`config.mk`:
```
export PLATFORM = sky130hd
export DESIGN_NAME = mult_control
export DESIGN_NICKNAME = d
export VERILOG_FILES = /design/src/rtl/mult_control.sv
export SDC_FILE = /design/constraint.sdc
export NUM_CORES = 1
export LEC_CHECK = 0
export CORE_AREA = 2 2 39 41
export CTS_BUF_LIST = sky130_fd_sc_hd__clkbuf_16
export DETAILED_ROUTE_END_ITERATION = 8
export DIE_AREA = 0 0 41 43
export DONT_BUFFER_PORTS = 1
export GPL_ROUTABILITY_DRIVEN = 0
export GPL_TIMING_DRIVEN = 1
export MAX_ROUTING_LAYER = met4
export PLACE_DENSITY = 0.5
export REMOVE_ABC_BUFFERS = 1
export SETUP_SLACK_MARGIN = 0.4
export SLEW_MARGIN = 20
export SYNTH_ARGS = -nofsm -noshare
export SYNTH_HDL_FRONTEND = slang
export SYNTH_SLANG_ARGS = --single-unit
```
`constraint.sdc`:
```
create_clock -name Clk -period 4 [get_ports Clk]
set_input_delay 0.4 -clock Clk [delete_from_list [all_inputs] [get_ports Clk]]
set_output_delay 0.4 -clock Clk [all_outputs]
set_load 0.02 [all_outputs]
```
`src/rtl/mult_control.sv`:
```
// Sequencing FSM for the 8-bit signed shift-add multiplier: one N-iteration multiply per Run press.
// Optional build macro MULT_CTRL_SKIP_EN folds the shift into ADD when M=0 (skips the SHIFT state).
module mult_control #(
    parameter int N = 8
) (
    input  logic Clk,
    input  logic Reset,
    input  logic Run,
    input  logic ClearA_LoadB,
    input  logic M,
    output logic Clear_A,
    output logic Ld_A,
    output logic Ld_B,
    output logic Shift_En,
    output logic Add,
    output logic Sub,
    output logic Busy,
    output logic Done
);

    localparam int CW = (N > 1) ? $clog2(N) : 1;
    localparam logic [CW-1:0] LAST = CW'(N - 1);

    typedef enum logic [2:0] {
        IDLE,
        START,
        ADD,
        SHIFT,
        DONE
    } state_t;

    state_t        state;
    logic [CW-1:0] cnt;
    logic          last_iter;

    assign last_iter = (cnt == LAST);

    always_ff @(posedge Clk) begin
        if (Reset) begin
            state <= IDLE;
            cnt   <= '0;
        end else begin
            case (state)
                IDLE: begin
                    if (Run) begin
                        state <= START;
                    end
                end
                START: begin
                    cnt   <= '0;
                    state <= ADD;
                end
                ADD: begin
`ifdef MULT_CTRL_SKIP_EN
                    // M=0 shifts in place, so the iteration finishes here
                    if (!M) begin
                        if (last_iter) begin
                            state <= DONE;
                        end else begin
                            cnt   <= cnt + 1'b1;
                            state <= ADD;
                        end
                    end else begin
                        state <= SHIFT;
                    end
`else
                    state <= SHIFT;
`endif
                end
                SHIFT: begin
                    if (last_iter) begin
                        state <= DONE;
                    end else begin
                        cnt   <= cnt + 1'b1;
                        state <= ADD;
                    end
                end
                DONE: begin
                    if (!Run) begin
                        state <= IDLE;
                    end
                end
                default: begin
                    state <= IDLE;
                    cnt   <= '0;
                end
            endcase
        end
    end

    // Mealy outputs; reset forces every strobe low in the same cycle
    always_comb begin
        Clear_A  = 1'b0;
        Ld_A     = 1'b0;
        Ld_B     = 1'b0;
        Shift_En = 1'b0;
        Add      = 1'b0;
        Sub      = 1'b0;
        Busy     = 1'b0;
        Done     = 1'b0;
        if (!Reset) begin
            case (state)
                IDLE: begin
                    if (!Run && ClearA_LoadB) begin
                        Clear_A = 1'b1;
                        Ld_A    = 1'b1;
                        Ld_B    = 1'b1;
                    end
                end
                START: begin
                    Busy    = 1'b1;
                    Clear_A = 1'b1;
                    Ld_A    = 1'b1;
                end
                ADD: begin
                    Busy = 1'b1;
                    if (M) begin
                        Ld_A = 1'b1;
                        Sub  = last_iter;
                        Add  = !last_iter;
                    end else begin
`ifdef MULT_CTRL_SKIP_EN
                        Shift_En = 1'b1;
`endif
                    end
                end
                SHIFT: begin
                    Busy     = 1'b1;
                    Shift_En = 1'b1;
                end
                DONE: begin
                    Busy = 1'b1;
                    Done = 1'b1;
                end
                default: begin
                    Busy = 1'b0;
                end
            endcase
        end
    end

endmodule
```
# Word-level counts from Yosys, hierarchy flattened
# Cells that the tools add are included.
dict set report totals {
  regBits 6
  latchBits 0
  mem_bits_rw 0
  romBits 0
  in_bits 5
  output_inout_bits 8
  wordCells 46
  mem_count 0
}
dict set report classes {
  n_addsub 1
  n_mul 0
  div_mod_pow 0
  order_cmp 0
  n_eq_ne 8
  shifts 0
  n_mux 26
  n_bitwise 1
  reduce_logical 8
}
# cell n
set ops {}
lappend ops {{1-bit two-way mux} 18}
lappend ops {{3-bit one-hot mux with 5 select lines} 1}
lappend ops {{3-bit two-way mux} 4}
lappend ops {{3-bit by 2-bit equality test with 1-bit output, second input constant} 2}
lappend ops {{3-bit equality test, second input constant} 2}
lappend ops {{2-bit inequality test, second input constant} 3}
lappend ops {{3-bit one-hot mux with 2 select lines} 1}
lappend ops {{2-bit AND reduction} 2}
lappend ops {{4-bit OR reduction} 1}
lappend ops {{3-bit by 1-bit adder with 3-bit output, second input constant} 1}
lappend ops {{3-bit by 1-bit equality test with 1-bit output, second input constant} 1}
lappend ops {{3-bit logical NOT} 1}
lappend ops {{1-bit one-hot mux with 3 select lines} 1}
lappend ops {{3-bit OR reduction} 1}
lappend ops {{1-bit logical NOT} 2}
lappend ops {{1-bit one-hot mux with 2 select lines} 1}
lappend ops {{1-bit logical AND} 1}
lappend ops {{1-bit inverter} 1}

# Longest topological paths before layout
dict set report depth {
  ltp_word 5
  mapped_depth 5
  depth_no_buf 5
}

# Worst setup path before layout
# Ideal clock, no wire load.
dict set report synth_path {
  path_type {register to output}
  start {register cnt[0]}
  end {output Sub}
  arrival_time_ns 1.483
  t_required_ns 3.600
  slack_ns 2.117
  stages_incl_launch_ff 4
  n_path_buf 0
  cell_sequence {dfxtp_1 -> ha_1 -> ha_1 -> nor4b_1}
}
dict set report synth_via {
  elab_chain_len 4
}
# item line_no
set synth_rtl {}
lappend synth_rtl {{start: declaration} 33} ;# logic [CW-1:0] cnt;
lappend synth_rtl {{start signal: assignment} 74} ;# cnt <= cnt + 1'b1;
lappend synth_rtl {{3-bit equality test} 36} ;# assign last_iter = (cnt == LAST);
lappend synth_rtl {{1-bit two-way mux} 117} ;# if (M) begin
lappend synth_rtl {{1-bit two-way mux} 102} ;# case (state)
lappend synth_rtl {{1-bit two-way mux} 101} ;# if (!Reset) begin
lappend synth_rtl {{end: declaration} 16} ;# output logic Sub,
# No other way between the ends.

# Worst setup path in the final report
# Same ends and word-level chain as after synthesis.

==> impl_metrics.env <==
export IMPL_worst_slew_margin_rel_pct=35.8
export IMPL_post_route_cells_drive_above_1_share_pct=13.3
export IMPL_final_hold_viol_count=0
export IMPL_first_global_vias=281
export IMPL_antenna_found_initial=0
export IMPL_grt_pass1_wl_um=1180
export IMPL_timing_critical_path_required_ns=3.60
export IMPL_async_flop_share_pct=0
export IMPL_finalCriticalPeriod_ns=2.23
export IMPL_reg2reg_from="cnt[0]"
export IMPL_fin_crit_sh_pct=55.7
export IMPL_post_synth_instance_area_um2=393
export IMPL_end_point_of_the_most_critical_hold_path="cnt[0]"
export IMPL_fp_coreArea_um2=1380
export IMPL_grt_start_max_net_pins=13
export IMPL_timing_reg2reg_setup_slack_ns=2.48
export IMPL_synth_top_family_by_area="simple AND/OR/NAND/NOR gates"
export IMPL_p_leak_nw=0.183
export IMPL_synthMuxAreaShare_pct=0
export IMPL_cts_clk_slew_worst_paths_ns=0.03
export IMPL_tns_ns=0
export IMPL_hold_path_depth=1
export IMPL_critical_path_startpoint_type="flop"
export IMPL_die_height_um=43
export IMPL_power_switching_fraction_pct=19.3
export IMPL_compound_cell_area_share_of_the_yosys_netlist_pct=15.9
export IMPL_dp_hpwl_um=550
export IMPL_htree_num_levels=1
export IMPL_boundary_pin_count=13
export IMPL_clk_root_buffer_cell="sky130_fd_sc_hd__clkbuf_16"
export IMPL_worst_slew_pin_transition_ns=0.950
export IMPL_power_switching_mw=0.0469
export IMPL_sequential_power_share_pct=27.5
export IMPL_clk_latency_ns=0.22
export IMPL_cts_setup_buffers=0
export IMPL_drt_pre_antenna_iters=4
export IMPL_fill_cells=141
export IMPL_final_antenna_net_count=0
export IMPL_synth_cell_type_count=25
export IMPL_fmaxAchievable_mhz=448
export IMPL_cp_max_fo=8
export IMPL_drc=0
export IMPL_post_synth_and_or_nand_nor_area_fraction_pct=34.1
export IMPL_io_buffer_count=0
export IMPL_post_cts_resized_instances=0
export IMPL_avgRoutedWirePerCell_um=12.8
export IMPL_warning_count_from_the_yosys_run=0
export IMPL_regToRegEndpoint="cnt[1]"
export IMPL_clock_skew_final_ns=0.00115
export IMPL_worst_r2r_path_depth=5
export IMPL_grt_ovfl_total=0
export IMPL_cts_buffers_inserted=3
export IMPL_synth_seq_cells=6
export IMPL_clkSinkCount=6
export IMPL_combinational_share_of_power_pct=7.3
export IMPL_ys_dominant_reg_cell="sky130_fd_sc_hd__dfxtp_1"
export IMPL_unrepaired_setup_endpoints_after_global_routing="no"
export IMPL_route_detailed_vias_per_inst=5.39
export IMPL_drt_wl_total_um=783
export IMPL_area_growth_synth_to_final_pct=14.3
export IMPL_worstHoldPathType="primary input to flop"
export IMPL_initial_standard_cell_utilization_of_the_core_pct=28.4
export IMPL_detailedRoute_firstIterationViolations=11
export IMPL_timing_final_ws_setup_ns=1.77
export IMPL_placementRows=14
export IMPL_p_clk_share_pct=65.2
export IMPL_grt_util_all_layers_pct=10.5
export IMPL_cp_end_kind="output pin"
export IMPL_synth_seq_area_share_pct=30.6
export IMPL_synth_edf_count=0
export IMPL_num_vias=329
export IMPL_p_per_area_nw_per_um2=540
export IMPL_crit_path_start="cnt[0]"
export IMPL_hold_path_startpoint="Reset"
export IMPL_critical_path_class="flop to output pin"
export IMPL_place_ws_ns=2.01
export IMPL_postCtsHoldBufs=0
export IMPL_cts_root_to_sink_buffers=2
export IMPL_cap_violations=0
export IMPL_netlist_instances=46
export IMPL_slew_violations=0
export IMPL_synth_area_per_cell_um2=8.54
export IMPL_yosys_area_share_xor_xnor_pct=2.23
export IMPL_dieWidth_um=41
export IMPL_synth_fa_ha_area_share_pct=6.37
export IMPL_layout_nets=54
export IMPL_timing_critical_path_arrival_ns=1.83
export IMPL_vdd_drop_max_mv=0.162
export IMPL_setup_violations=0
export IMPL_status="finished clean"
export IMPL_antenna_cells=0
export IMPL_fp_dieArea_um2=1760
export IMPL_internal_power_mw=0.196
export IMPL_tritoncts="done"
==> cells by family (layout without fill, tap and decap cells) <==
group                      Yosys count  in the layout
AOI/OAI and AO/OA                    9              9
xor gates and xnor gates             1              1
and+or+nand+nor                     23             23
DFF                                  6              6
buffers and inverters                5              4
adders and majority gates            2              2
==> per-stage QoR <==
step	utilization (%)	instance area (um2)	power (mW)	instances	hold slack, ns
final	32.5	449	0.242	61	0.243
after detailed placement	27.0	374	0.0853	58	0.473
after CTS	32.5	449	0.245	61	0.239
after floorplan	-	354	0.0820	42	0.452
after global routing	32.5	449	0.251	61	0.239
after global placement	27.0	374	0.0851	58	0.472
==> worst max-delay path by stage <==
stage          end  depth (start not counted)
2_1_floorplan  Sub                          3
3_3_place_gp   Sub                          3
3_5_place_dp   Sub                          3
4_1_cts        Sub                          3
5_1_grt        Sub                          3
6_report       Sub                          3
==> flip-flops by register name, summed over array words and instances (netlist names) <==
| name | cells |
|---|---|
| cnt | 3 |
| state | 3 |
==> cell usage after synthesis (all sizes together), types with 2 or more instances <==
master / n / area share (%)
dfxtp: 6 / 31
a22o: 2 / 5.1
nand2: 3 / 2.9
ha: 2 / 6.4
nor3: 4 / 8.0
nor2: 7 / 6.7
buf: 4 / 9.9
a21oi: 3 / 3.8
==> worst max-delay path, stage by stage (launching register included) <==
cell and delay, ns:
sky130_fd_sc_hd__dfxtp_1 0.33, sky130_fd_sc_hd__ha_1 0.15, sky130_fd_sc_hd__ha_1 0.32, sky130_fd_sc_hd__nor4b_1 0.80
==> layer usage <==
layer / part of all wire (%) / up-vias / track usage, %
met3: 4.0 / 0 / 4.71
met5: 0 / - / -
met2: 53 / 7 / 14.7
met4: 0 / 0 / 6.00
met1: 43 / 156 / 12.0
li1: - / 166 / -
==> power groups by stage <==
stage | sequential [mW] | combinational [mW] | clock, mW
6_report | 0.0667 | 0.0177 | 0.158
5_1_grt | 0.0674 | 0.0194 | 0.164
4_1_cts | 0.0667 | 0.0178 | 0.161
3_5_place_dp | 0.0675 | 0.0177 | 0
3_3_place_gp | 0.0677 | 0.0175 | 0
2_1_floorplan | 0.0664 | 0.0156 | 0
==> layout by cell type (no fill, tap or decap), drive strengths merged, types with 2 or more instances in the layout <==
cell and n:
dfxtp 6, nor3 4, a21oi 3, nand2 3
nor2 7, clkbuf 3, ha 2, a22o 2
==> layout make-up <==
cell class / instances / area [um2] / area share [%]
flip-flops and latches: 6 / 120 / 26.7
clock buffers: 3 / 75.1 / 16.7
multi-input cells: 35 / 230 / 51.3
inverters: 1 / 3.75 / 0.836
well taps: 16 / 20.0 / 4.46
(Power assumes the default switching activity.)
